==> src/rtl/exec_pkg.sv <==
// exec_pkg: opcode, condition and flag types shared by the execute stage.
package exec_pkg;

    localparam int MUL_CYCLES = 32;

    typedef enum logic [3:0] {
        OP_AND = 4'h0, OP_EOR = 4'h1, OP_SUB = 4'h2, OP_RSB = 4'h3,
        OP_ADD = 4'h4, OP_ADC = 4'h5, OP_SBC = 4'h6, OP_RSC = 4'h7,
        OP_TST = 4'h8, OP_TEQ = 4'h9, OP_CMP = 4'hA, OP_CMN = 4'hB,
        OP_ORR = 4'hC, OP_MOV = 4'hD, OP_BIC = 4'hE, OP_MVN = 4'hF
    } opcode_e;

    typedef enum logic [3:0] {
        C_EQ = 4'h0, C_NE = 4'h1, C_CS = 4'h2, C_CC = 4'h3,
        C_MI = 4'h4, C_PL = 4'h5, C_VS = 4'h6, C_VC = 4'h7,
        C_HI = 4'h8, C_LS = 4'h9, C_GE = 4'hA, C_LT = 4'hB,
        C_GT = 4'hC, C_LE = 4'hD, C_AL = 4'hE, C_NV = 4'hF
    } cond_e;

    typedef struct packed {
        logic n;
        logic z;
        logic c;
        logic v;
    } nzcv_t;

    typedef enum logic [1:0] {
        S_IDLE = 2'd0,
        S_MUL  = 2'd1,
        S_DONE = 2'd2
    } mul_state_e;

endpackage

==> src/rtl/exec_stage_cond_check.sv <==
// cond_check: evaluates an ARM condition field against NZCV.
module cond_check
    import exec_pkg::*;
(
    input  logic [3:0] cond,
    input  nzcv_t      nzcv,
    output logic       pass
);

    always_comb begin
        pass = 1'b0;
        case (cond_e'(cond))
            C_EQ:    pass = nzcv.z;
            C_NE:    pass = !nzcv.z;
            C_CS:    pass = nzcv.c;
            C_CC:    pass = !nzcv.c;
            C_MI:    pass = nzcv.n;
            C_PL:    pass = !nzcv.n;
            C_VS:    pass = nzcv.v;
            C_VC:    pass = !nzcv.v;
            C_HI:    pass = nzcv.c && !nzcv.z;
            C_LS:    pass = !nzcv.c || nzcv.z;
            C_GE:    pass = (nzcv.n == nzcv.v);
            C_LT:    pass = (nzcv.n != nzcv.v);
            C_GT:    pass = !nzcv.z && (nzcv.n == nzcv.v);
            C_LE:    pass = nzcv.z || (nzcv.n != nzcv.v);
            C_AL:    pass = 1'b1;
            default: pass = 1'b0;
        endcase
    end

endmodule

==> src/rtl/exec_stage.sv <==
// exec_stage: ARM data-processing execute stage with one output register.
// Define EXEC_STAGE_MUL_EN to add the 32-cycle shift-add multiplier.
module exec_stage
    import exec_pkg::*;
(
    input  logic        clk,
    input  logic        reset,
    input  logic        in_valid,
    output logic        in_ready,
    input  logic [3:0]  cond,
    input  logic [3:0]  cmd,
    input  logic        s_bit,
    input  logic [31:0] rn,
    input  logic [31:0] shift_operand,
    input  logic        shifter_carry,
    input  logic        is_mul,
    input  logic [3:0]  rd_addr,
    output logic        out_valid,
    input  logic        out_ready,
    output logic [31:0] result,
    output logic        wr_en,
    output logic [3:0]  wr_addr,
    output logic [3:0]  flags,
    output logic        busy
);

    nzcv_t       flags_q;
    logic [31:0] result_q;
    logic        wr_en_q;
    logic [3:0]  wr_addr_q;
    logic        out_valid_q;

    logic        pass;
    logic        accept;
    logic        busy_w;
    logic        mul_start;
    logic        mul_fire;
    logic [31:0] mul_prod;
    logic [3:0]  mul_rd;
    logic        mul_s;

    cond_check u_cond (
        .cond (cond),
        .nzcv (flags_q),
        .pass (pass)
    );

    assign in_ready  = !reset && !busy_w && (!out_valid_q || out_ready);
    assign accept    = in_valid && in_ready;
    assign out_valid = out_valid_q;
    assign result    = result_q;
    assign wr_en     = wr_en_q;
    assign wr_addr   = wr_addr_q;
    assign flags     = flags_q;
    assign busy      = busy_w;

    opcode_e     op;
    logic [31:0] add_a;
    logic [31:0] add_b;
    logic        add_cin;
    logic        arith;
    logic        alu_wr;
    logic [31:0] logic_res;
    logic [32:0] sum33;
    logic [31:0] alu_res;
    nzcv_t       alu_flags;

    assign op = opcode_e'(cmd);

    // Subtractions reuse the adder as a + ~b + cin, so C comes out as NOT borrow.
    always_comb begin
        add_a     = rn;
        add_b     = shift_operand;
        add_cin   = 1'b0;
        arith     = 1'b1;
        alu_wr    = 1'b1;
        logic_res = 32'h0;
        case (op)
            OP_AND: begin arith = 1'b0; logic_res = rn & shift_operand; end
            OP_EOR: begin arith = 1'b0; logic_res = rn ^ shift_operand; end
            OP_SUB: begin add_b = ~shift_operand; add_cin = 1'b1; end
            OP_RSB: begin add_a = shift_operand; add_b = ~rn; add_cin = 1'b1; end
            OP_ADD: ;
            OP_ADC: add_cin = flags_q.c;
            OP_SBC: begin add_b = ~shift_operand; add_cin = flags_q.c; end
            OP_RSC: begin
                add_a   = shift_operand;
                add_b   = ~rn;
                add_cin = flags_q.c;
            end
            OP_TST: begin
                arith = 1'b0; alu_wr = 1'b0; logic_res = rn & shift_operand;
            end
            OP_TEQ: begin
                arith = 1'b0; alu_wr = 1'b0; logic_res = rn ^ shift_operand;
            end
            OP_CMP: begin alu_wr = 1'b0; add_b = ~shift_operand; add_cin = 1'b1; end
            OP_CMN: alu_wr = 1'b0;
            OP_ORR: begin arith = 1'b0; logic_res = rn | shift_operand; end
            OP_MOV: begin arith = 1'b0; logic_res = shift_operand; end
            OP_BIC: begin arith = 1'b0; logic_res = rn & ~shift_operand; end
            OP_MVN: begin arith = 1'b0; logic_res = ~shift_operand; end
            default: ;
        endcase
    end

    assign sum33   = {1'b0, add_a} + {1'b0, add_b} + {32'h0, add_cin};
    assign alu_res = arith ? sum33[31:0] : logic_res;

    always_comb begin
        alu_flags.n = alu_res[31];
        alu_flags.z = (alu_res == 32'h0);
        alu_flags.c = arith ? sum33[32] : shifter_carry;
        alu_flags.v = arith
            ? ((add_a[31] == add_b[31]) && (sum33[31] != add_a[31]))
            : flags_q.v;
    end

`ifdef EXEC_STAGE_MUL_EN
    mul_state_e  state_q;
    logic [4:0]  cnt_q;
    logic [31:0] acc_q;
    logic [31:0] mcand_q;
    logic [31:0] mplier_q;
    logic        ms_q;
    logic [3:0]  mrd_q;

    assign busy_w    = (state_q != S_IDLE);
    assign mul_start = accept && is_mul && pass;
    assign mul_fire  = (state_q == S_DONE) && (!out_valid_q || out_ready);
    assign mul_prod  = acc_q;
    assign mul_rd    = mrd_q;
    assign mul_s     = ms_q;

    always_ff @(posedge clk) begin
        if (reset) begin
            state_q  <= S_IDLE;
            cnt_q    <= 5'd0;
            acc_q    <= 32'h0;
            mcand_q  <= 32'h0;
            mplier_q <= 32'h0;
            ms_q     <= 1'b0;
            mrd_q    <= 4'h0;
        end else begin
            case (state_q)
                S_IDLE: if (mul_start) begin
                    state_q  <= S_MUL;
                    cnt_q    <= 5'd0;
                    acc_q    <= 32'h0;
                    mcand_q  <= rn;
                    mplier_q <= shift_operand;
                    ms_q     <= s_bit;
                    mrd_q    <= rd_addr;
                end
                S_MUL: begin
                    if (mplier_q[0]) acc_q <= acc_q + mcand_q;
                    mcand_q  <= mcand_q << 1;
                    mplier_q <= mplier_q >> 1;
                    cnt_q    <= cnt_q + 5'd1;
                    if (cnt_q == 5'(MUL_CYCLES - 1)) state_q <= S_DONE;
                end
                S_DONE: if (!out_valid_q || out_ready) state_q <= S_IDLE;
                default: state_q <= S_IDLE;
            endcase
        end
    end
`else
    logic unused_is_mul;
    assign unused_is_mul = is_mul;
    assign busy_w    = 1'b0;
    assign mul_start = 1'b0;
    assign mul_fire  = 1'b0;
    assign mul_prod  = 32'h0;
    assign mul_rd    = 4'h0;
    assign mul_s     = 1'b0;
`endif

    always_ff @(posedge clk) begin
        if (reset) begin
            flags_q     <= '0;
            result_q    <= 32'h0;
            wr_en_q     <= 1'b0;
            wr_addr_q   <= 4'h0;
            out_valid_q <= 1'b0;
        end else if (mul_fire) begin
            result_q    <= mul_prod;
            wr_en_q     <= 1'b1;
            wr_addr_q   <= mul_rd;
            out_valid_q <= 1'b1;
            if (mul_s) begin
                flags_q.n <= mul_prod[31];
                flags_q.z <= (mul_prod == 32'h0);
            end
        end else if (accept) begin
            if (mul_start) begin
                out_valid_q <= 1'b0;
            end else begin
                out_valid_q <= 1'b1;
                result_q    <= alu_res;
                wr_en_q     <= pass && alu_wr;
                wr_addr_q   <= rd_addr;
                if (s_bit && pass) flags_q <= alu_flags;
            end
        end else if (out_valid_q && out_ready) begin
            out_valid_q <= 1'b0;
        end
    end

endmodule

==> config.mk <==
export PLATFORM = sky130hd
export DESIGN_NAME = exec_stage
export DESIGN_NICKNAME = d
export VERILOG_FILES = /design/src/rtl/exec_pkg.sv /design/src/rtl/exec_stage_cond_check.sv /design/src/rtl/exec_stage.sv
export SDC_FILE = /design/constraint.sdc
export NUM_CORES = 1
export LEC_CHECK = 0
export CORE_ASPECT_RATIO = 0.6
export CORE_MARGIN = 4
export CORE_UTILIZATION = 55
export CTS_CLUSTER_SIZE = 28
export DETAILED_ROUTE_END_ITERATION = 8
export GPL_ROUTABILITY_DRIVEN = 0
export PLACE_DENSITY = 0.83
export SYNTH_ARGS = -nofsm -noshare
export SYNTH_HDL_FRONTEND = slang
export SYNTH_HIERARCHICAL = 1
export SYNTH_SLANG_ARGS = --single-unit
==> constraint.sdc <==
create_clock -name clk -period 8.7 [get_ports clk]
set_input_delay 2.61 -clock clk [delete_from_list [all_inputs] [get_ports clk]]
set_output_delay 2.61 -clock clk [all_outputs]
set_load 0.05 [all_outputs]
* Word-level counts from Yosys, hierarchy flattened
Index checks and enable logic that the tools add are counted.
** Word-level totals
- Bits in registers :: 42
** Cells by class
- Add/sub/neg operators :: 2
- Equal/unequal tests :: 32
- Muxes and demuxes :: 10
- Bitwise gates (word level) :: 7
- Reductions and logical operators :: 31
** Operators by type and width (count)
- 32-bit case mux with 6 select lines :: 1
- 32-bit AND :: 2
- 32-bit 2-to-1 mux :: 2
- 32-bit NOT :: 2
- 32-bit case mux with 2 select lines :: 1
- 4-bit == test (second input constant) :: 15
- 32-bit by 32-bit adder with 33-bit output :: 1
- 33-bit by 1-bit adder with 33-bit output :: 1
- 32-bit zero test :: 1
- 32-bit OR :: 1
- 32-bit XOR :: 1
- 4-bit by 3-bit == test with 1-bit output (second input constant) :: 7
- 4-bit by 2-bit == test with 1-bit output (second input constant) :: 4
- 1-bit case mux with 15 select lines :: 1
- 3-bit OR reduction :: 3
- 4-bit by 1-bit == test with 1-bit output (second input constant) :: 2
- 1-bit logical AND :: 8
- 4-bit zero test :: 2
- 8-bit OR reduction :: 1
- 1-bit zero test :: 6
- 2-bit OR reduction :: 3
- 1-bit 2-to-1 mux :: 4
- 4-bit OR reduction :: 1
- 1-bit logical OR :: 3
- 7 further kinds :: 9

* Logic depth before layout (Yosys ltp)
- Word-level depth :: 7
- Mapped depth :: 22

* Hierarchy
Netlist, hierarchy kept.
** Modules (own cells, without submodules)
- exec_stage :: instances 1, cells each 1080, area each 6946.7 µm², seq. area each 840.8 µm²
- cond_check :: instances 1, cells each 28, area each 193.9 µm², seq. area each 0.0 µm²

* Least setup slack after synthesis
Ideal clock, no wire load.
- Kind :: input -> register
- Start point :: input port cmd[1]
- End point :: register flags_q, in the netlist flags[2]
- Data arrival time :: 6.772 ns
- Data required time :: 8.639 ns
- Path slack :: 1.867 ns
- Cell stages on the path :: 21
- Path buffers :: 5
- Path through :: clkbuf_1 -> buf_2 -> buf_2 -> buf_1 -> nand3_1 -> nand2_1 -> clkbuf_1 -> nand2_1 -> o21ai_0 -> o21ai_0 -> ha_1 -> and2_4 -> a221oi_4 -> a2111oi_2 -> or3_1 -> a21o_1 -> a2111oi_2 -> o2111ai_1 -> nor4_1 -> nand4_1 -> nand2_1
** On the way
- Cells in the longest elaborated chain, start to end :: 7
- Elaborated cells between the ends (all ways) :: 29
** RTL lines
- start, declared :: line exec_stage.sv:11 : input logic [3:0] cmd,
- 4-bit == test (tied with other cells) :: line exec_stage.sv:78 : case (op)
- 3-bit OR reduction (no line) or 2-bit OR reduction (tied branches)
- 32-bit case mux with 2 select lines or 32-bit 2-to-1 mux (tied branches) :: line exec_stage.sv:78
- 32-bit by 32-bit adder with 33-bit output :: line exec_stage.sv:107 : assign sum33 = {1'b0, add_a} + {1'b0, add_b} + {32'h0, add_cin};
- 33-bit by 1-bit adder with 33-bit output :: line exec_stage.sv:107
- 32-bit 2-to-1 mux (*) :: line exec_stage.sv:108 : assign alu_res = arith ? sum33[31:0] : logic_res;
- 32-bit zero test (*) :: line exec_stage.sv:112 : alu_flags.z = (alu_res == 32'h0);
- end signal, assigned :: line exec_stage.sv:202 : if (s_bit && pass) flags_q <= alu_flags;
- end, declared :: line exec_stage.sv:27 : nzcv_t flags_q;
Mark *: on every way between the ends. The rest lies on a longest branch, timed or not.
A chain may end at the register's enable or synchronous reset.

* Worst setup path in the final report
- Start point :: input port cmd[2]
- End point :: register flags_q, in the netlist flags[2]
The elaborated chain is that of the path after synthesis.

==> impl_metrics.toml <==
[status]
outcome = "finished clean"

[yosys]
synth_edf_count = 0
synth.area.top_cells = "dfxtp_1 (12%), ha_1 (11%), o21ai_0 (11%), nand2_1 (8.8%), a21oi_1 (6.1%)"
ys_ff_latch = 42
synth_area_um2 = 7140
ys_seq_area_frac = 0.118
syn_nets = 1256
ys.flop_type = "dfxtp_1"
syn_inst = 1108
yosysTopAreaCellShare = 0.118
synth.largest_area_cell = "dfxtp_1"
postSynthAreaPerCell_um2 = 6.44
synth_warnings = 6
synth_cell_type_count = 84
async_flop_share = 0

[floorplan]
die_y_um = 96.3
dieArea_um2 = 14900
coreArea_um2 = 12400
die_w_um = 155
start_util = 0.577
rows = 31
ioPinCount = 127

[global_routing]
antenna_found_initial = 0
grt_max_degree = 54
first_global_vias = 8067
grt-ovfl-total = 0
grt-busiest-layer = "met2"
grt_pass1_wl_um = 40600
grt.total_usage = 0.334
use_met3 = 0.0714
grt_use_met1 = 0.468
grt_use_met2 = 0.521

[timing]
hold_violations = 0
finalSetupViolCount = 0
tns_ns = 0
tightest_slew_ns = 1.19
min_period_ns = 7.92
fin_skew_ns = 0.00749
rsz0062_at_grt = "false"
slew_viol_final = 0
fin_crit_sh = 0.911
maxSlewHeadroom = 0.207
fmax_mhz = 126

[placed_design]
placed_cells = 1340
portBuffers = 124
place_hpwl_um = 19500

[clock_tree]
insertion_delay_ns = 0.29
htreeDepth = 2
cts_root_buf = "clkbuf_16"
post-cts-setup-buffers = 0
post_cts_resized = 0
cts-hold-fix-buffers = 0
cts_made_buffers = 5
clk_path_buf_depth = 2
cts_tree = "yes"
clk_pin_slew_worst_paths_ns = 0.06
cts.sinks = 42

[drt]
wl_per_cell_um = 19.2
wirelength_um = 25900
antenna_left = 0
drt_first_pass_iters = 6
drt-initial-drc-count = 1392
drc = 0
via_count = 8837
viasPerCell = 6.56

[worst_setup_path]
critPathArrivalTime_ns = 8.15
reg2reg_slack_ns = 3.64
startpoint = "cmd[2]"
path_class = "in2reg"
worstRegToRegCells = 14
cp_max_fo = 14
start_kind = "primary input"
worstReg2RegStart = "flags[1]"
crit_path_end_kind = "register"
cp.required_ns = 8.93

[hold_path]
worstHoldPathCells = 2
hp-class = "reg2reg"
min_from = "result[23]"

[finish]
fillers = 1109
fin_nets = 1330
n_antenna_cell = 0
fin_cells = 1348
drive_gt1_frac = 0.0533
syn_to_final_growth_pct = 20.7

[power_and_ir_drop]
p_leak_nw = 3.66
cellPowerDensity_nw_per_um2 = 133
peakVddDrop_mv = 0.118

[flow_run]
cap_violations = 0
## state kept, by name, summed over array words and instances (netlist names)
register / count
out_valid: 1
result: 32
wr_en: 1
wr_addr: 4
flags: 4
## cells by family after synthesis
kind of cell | after synthesis | share of synthesized area
simple gates | 384 | 0.251
other cells | 1 | 0.000525
compound gates | 425 | 0.384
fa+ha+maj | 65 | 0.116
buf+inv | 160 | 0.0881
mux | 17 | 0.0252
xor+xnor | 14 | 0.0182
flops | 42 | 0.118
## cell usage after synthesis, drive strengths merged (3+ instances only)
cell type,number
a2111oi,6
a211o,11
a211oi,25
a21o,14
a21oi,90
a221o,4
a221oi,6
a222oi,3
a22oi,8
a311oi,3
a31o,10
a31oi,14
a32oi,4
and2,6
and3,15
buf,22
clkbuf,56
dfxtp,42
ha,63
inv,82
mux2,5
mux2i,12
nand2,167
nand2b,9
nand3,56
nand3b,4
nand4,10
nor2,52
nor2b,16
nor3,23
nor4,5
nor4b,3
o2111ai,3
o211ai,10
o21a,6
o21ai,160
o21bai,5
o221ai,9
o22ai,3
o31a,4
o31ai,9
or2,3
or3,7
xnor2,9
xor2,5
## routing by layer
layer,vias to the layer above,wire (um)
met5,-,0
met1,3997,11000
li1,4204,-
met2,573,10900
met3,63,3380
met4,0,626
## cells in the final DEF (no fill, tap or decap), drive strengths merged, types with 4 or more instances in the layout
cell type	count
clkbuf	5
nand3	56
mux2	5
a21o	14
nor2b	16
nand2b	9
buf	22
a211o	11
a221oi	6
nor3	23
ha	63
inv	83
o21bai	5
nand2	167
nand3b	4
xnor2	9
a21oi	90
or3	7
o21a	6
o221ai	9
nand4	10
o211ai	10
a211oi	25
a2111oi	6
nor2	52
dfxtp	42
a22oi	8
o31a	4
mux2i	12
xor2	5
nor4	5
o31ai	9
a31oi	14
a31o	10
and2	6
and3	15
o21ai	160
a221o	4
clkdlybuf4s50	123
a32oi	4
## final timing paths
path           endpoint
max reg2reg    flags[2]
min          result[23]
max            flags[2]
min reg2reg  result[23]
## worst max-delay path, cell delays in order
cell and delay, ns:
clkdlybuf4s50_1 0.75, and2_1 0.54, nor2_2 0.10, buf_4 0.21, o21ai_0 0.18, o21ai_0 0.13
ha_1 0.52, and4_1 0.33, nand3_1 0.09, a21o_1 0.28, a211oi_1 0.68, a31oi_1 0.17
nor3_1 0.57, o2111ai_1 0.22, nor4_1 0.49, nand4_1 0.15, nand2_1 0.09
## power breakdown
group          switching (W)  total [W]  internal [W]  leakage (nW)
registers          0.0000128   0.000228      0.000215         0.346
clock network      0.0000781   0.000214      0.000136        0.0842
logic               0.000444   0.000703      0.000259          3.23
total               0.000535    0.00114      0.000610          3.66
## cell type report
| type | instances | area, um^2 | area share |
|---|---|---|---|
| multi-input combinational | 906 | 5690 | 0.660 |
| timing repair buffer | 145 | 1410 | 0.163 |
| sequential | 42 | 841 | 0.0976 |
| inverter | 82 | 308 | 0.0357 |
| tap | 165 | 206 | 0.0240 |
| clock buffer | 5 | 125 | 0.0145 |
| clock inverter | 3 | 43.8 | 0.00508 |
## stage by stage
step                area [um^2]  utilization  hold WS, ns  setup slack, ns  total power [W]
CTS                        8620        0.696        0.459             1.04          0.00113
global route               8620        0.696        0.485            0.615          0.00121
global placement           8450        0.683        0.441            0.943         0.000898
detailed placement         8450        0.683        0.448            0.766         0.000910
floorplan                  7140            -        0.665             1.87         0.000696
finish                     8620        0.696        0.458            0.778          0.00114
No activity file was read; power rests on OpenSTA's default activity.
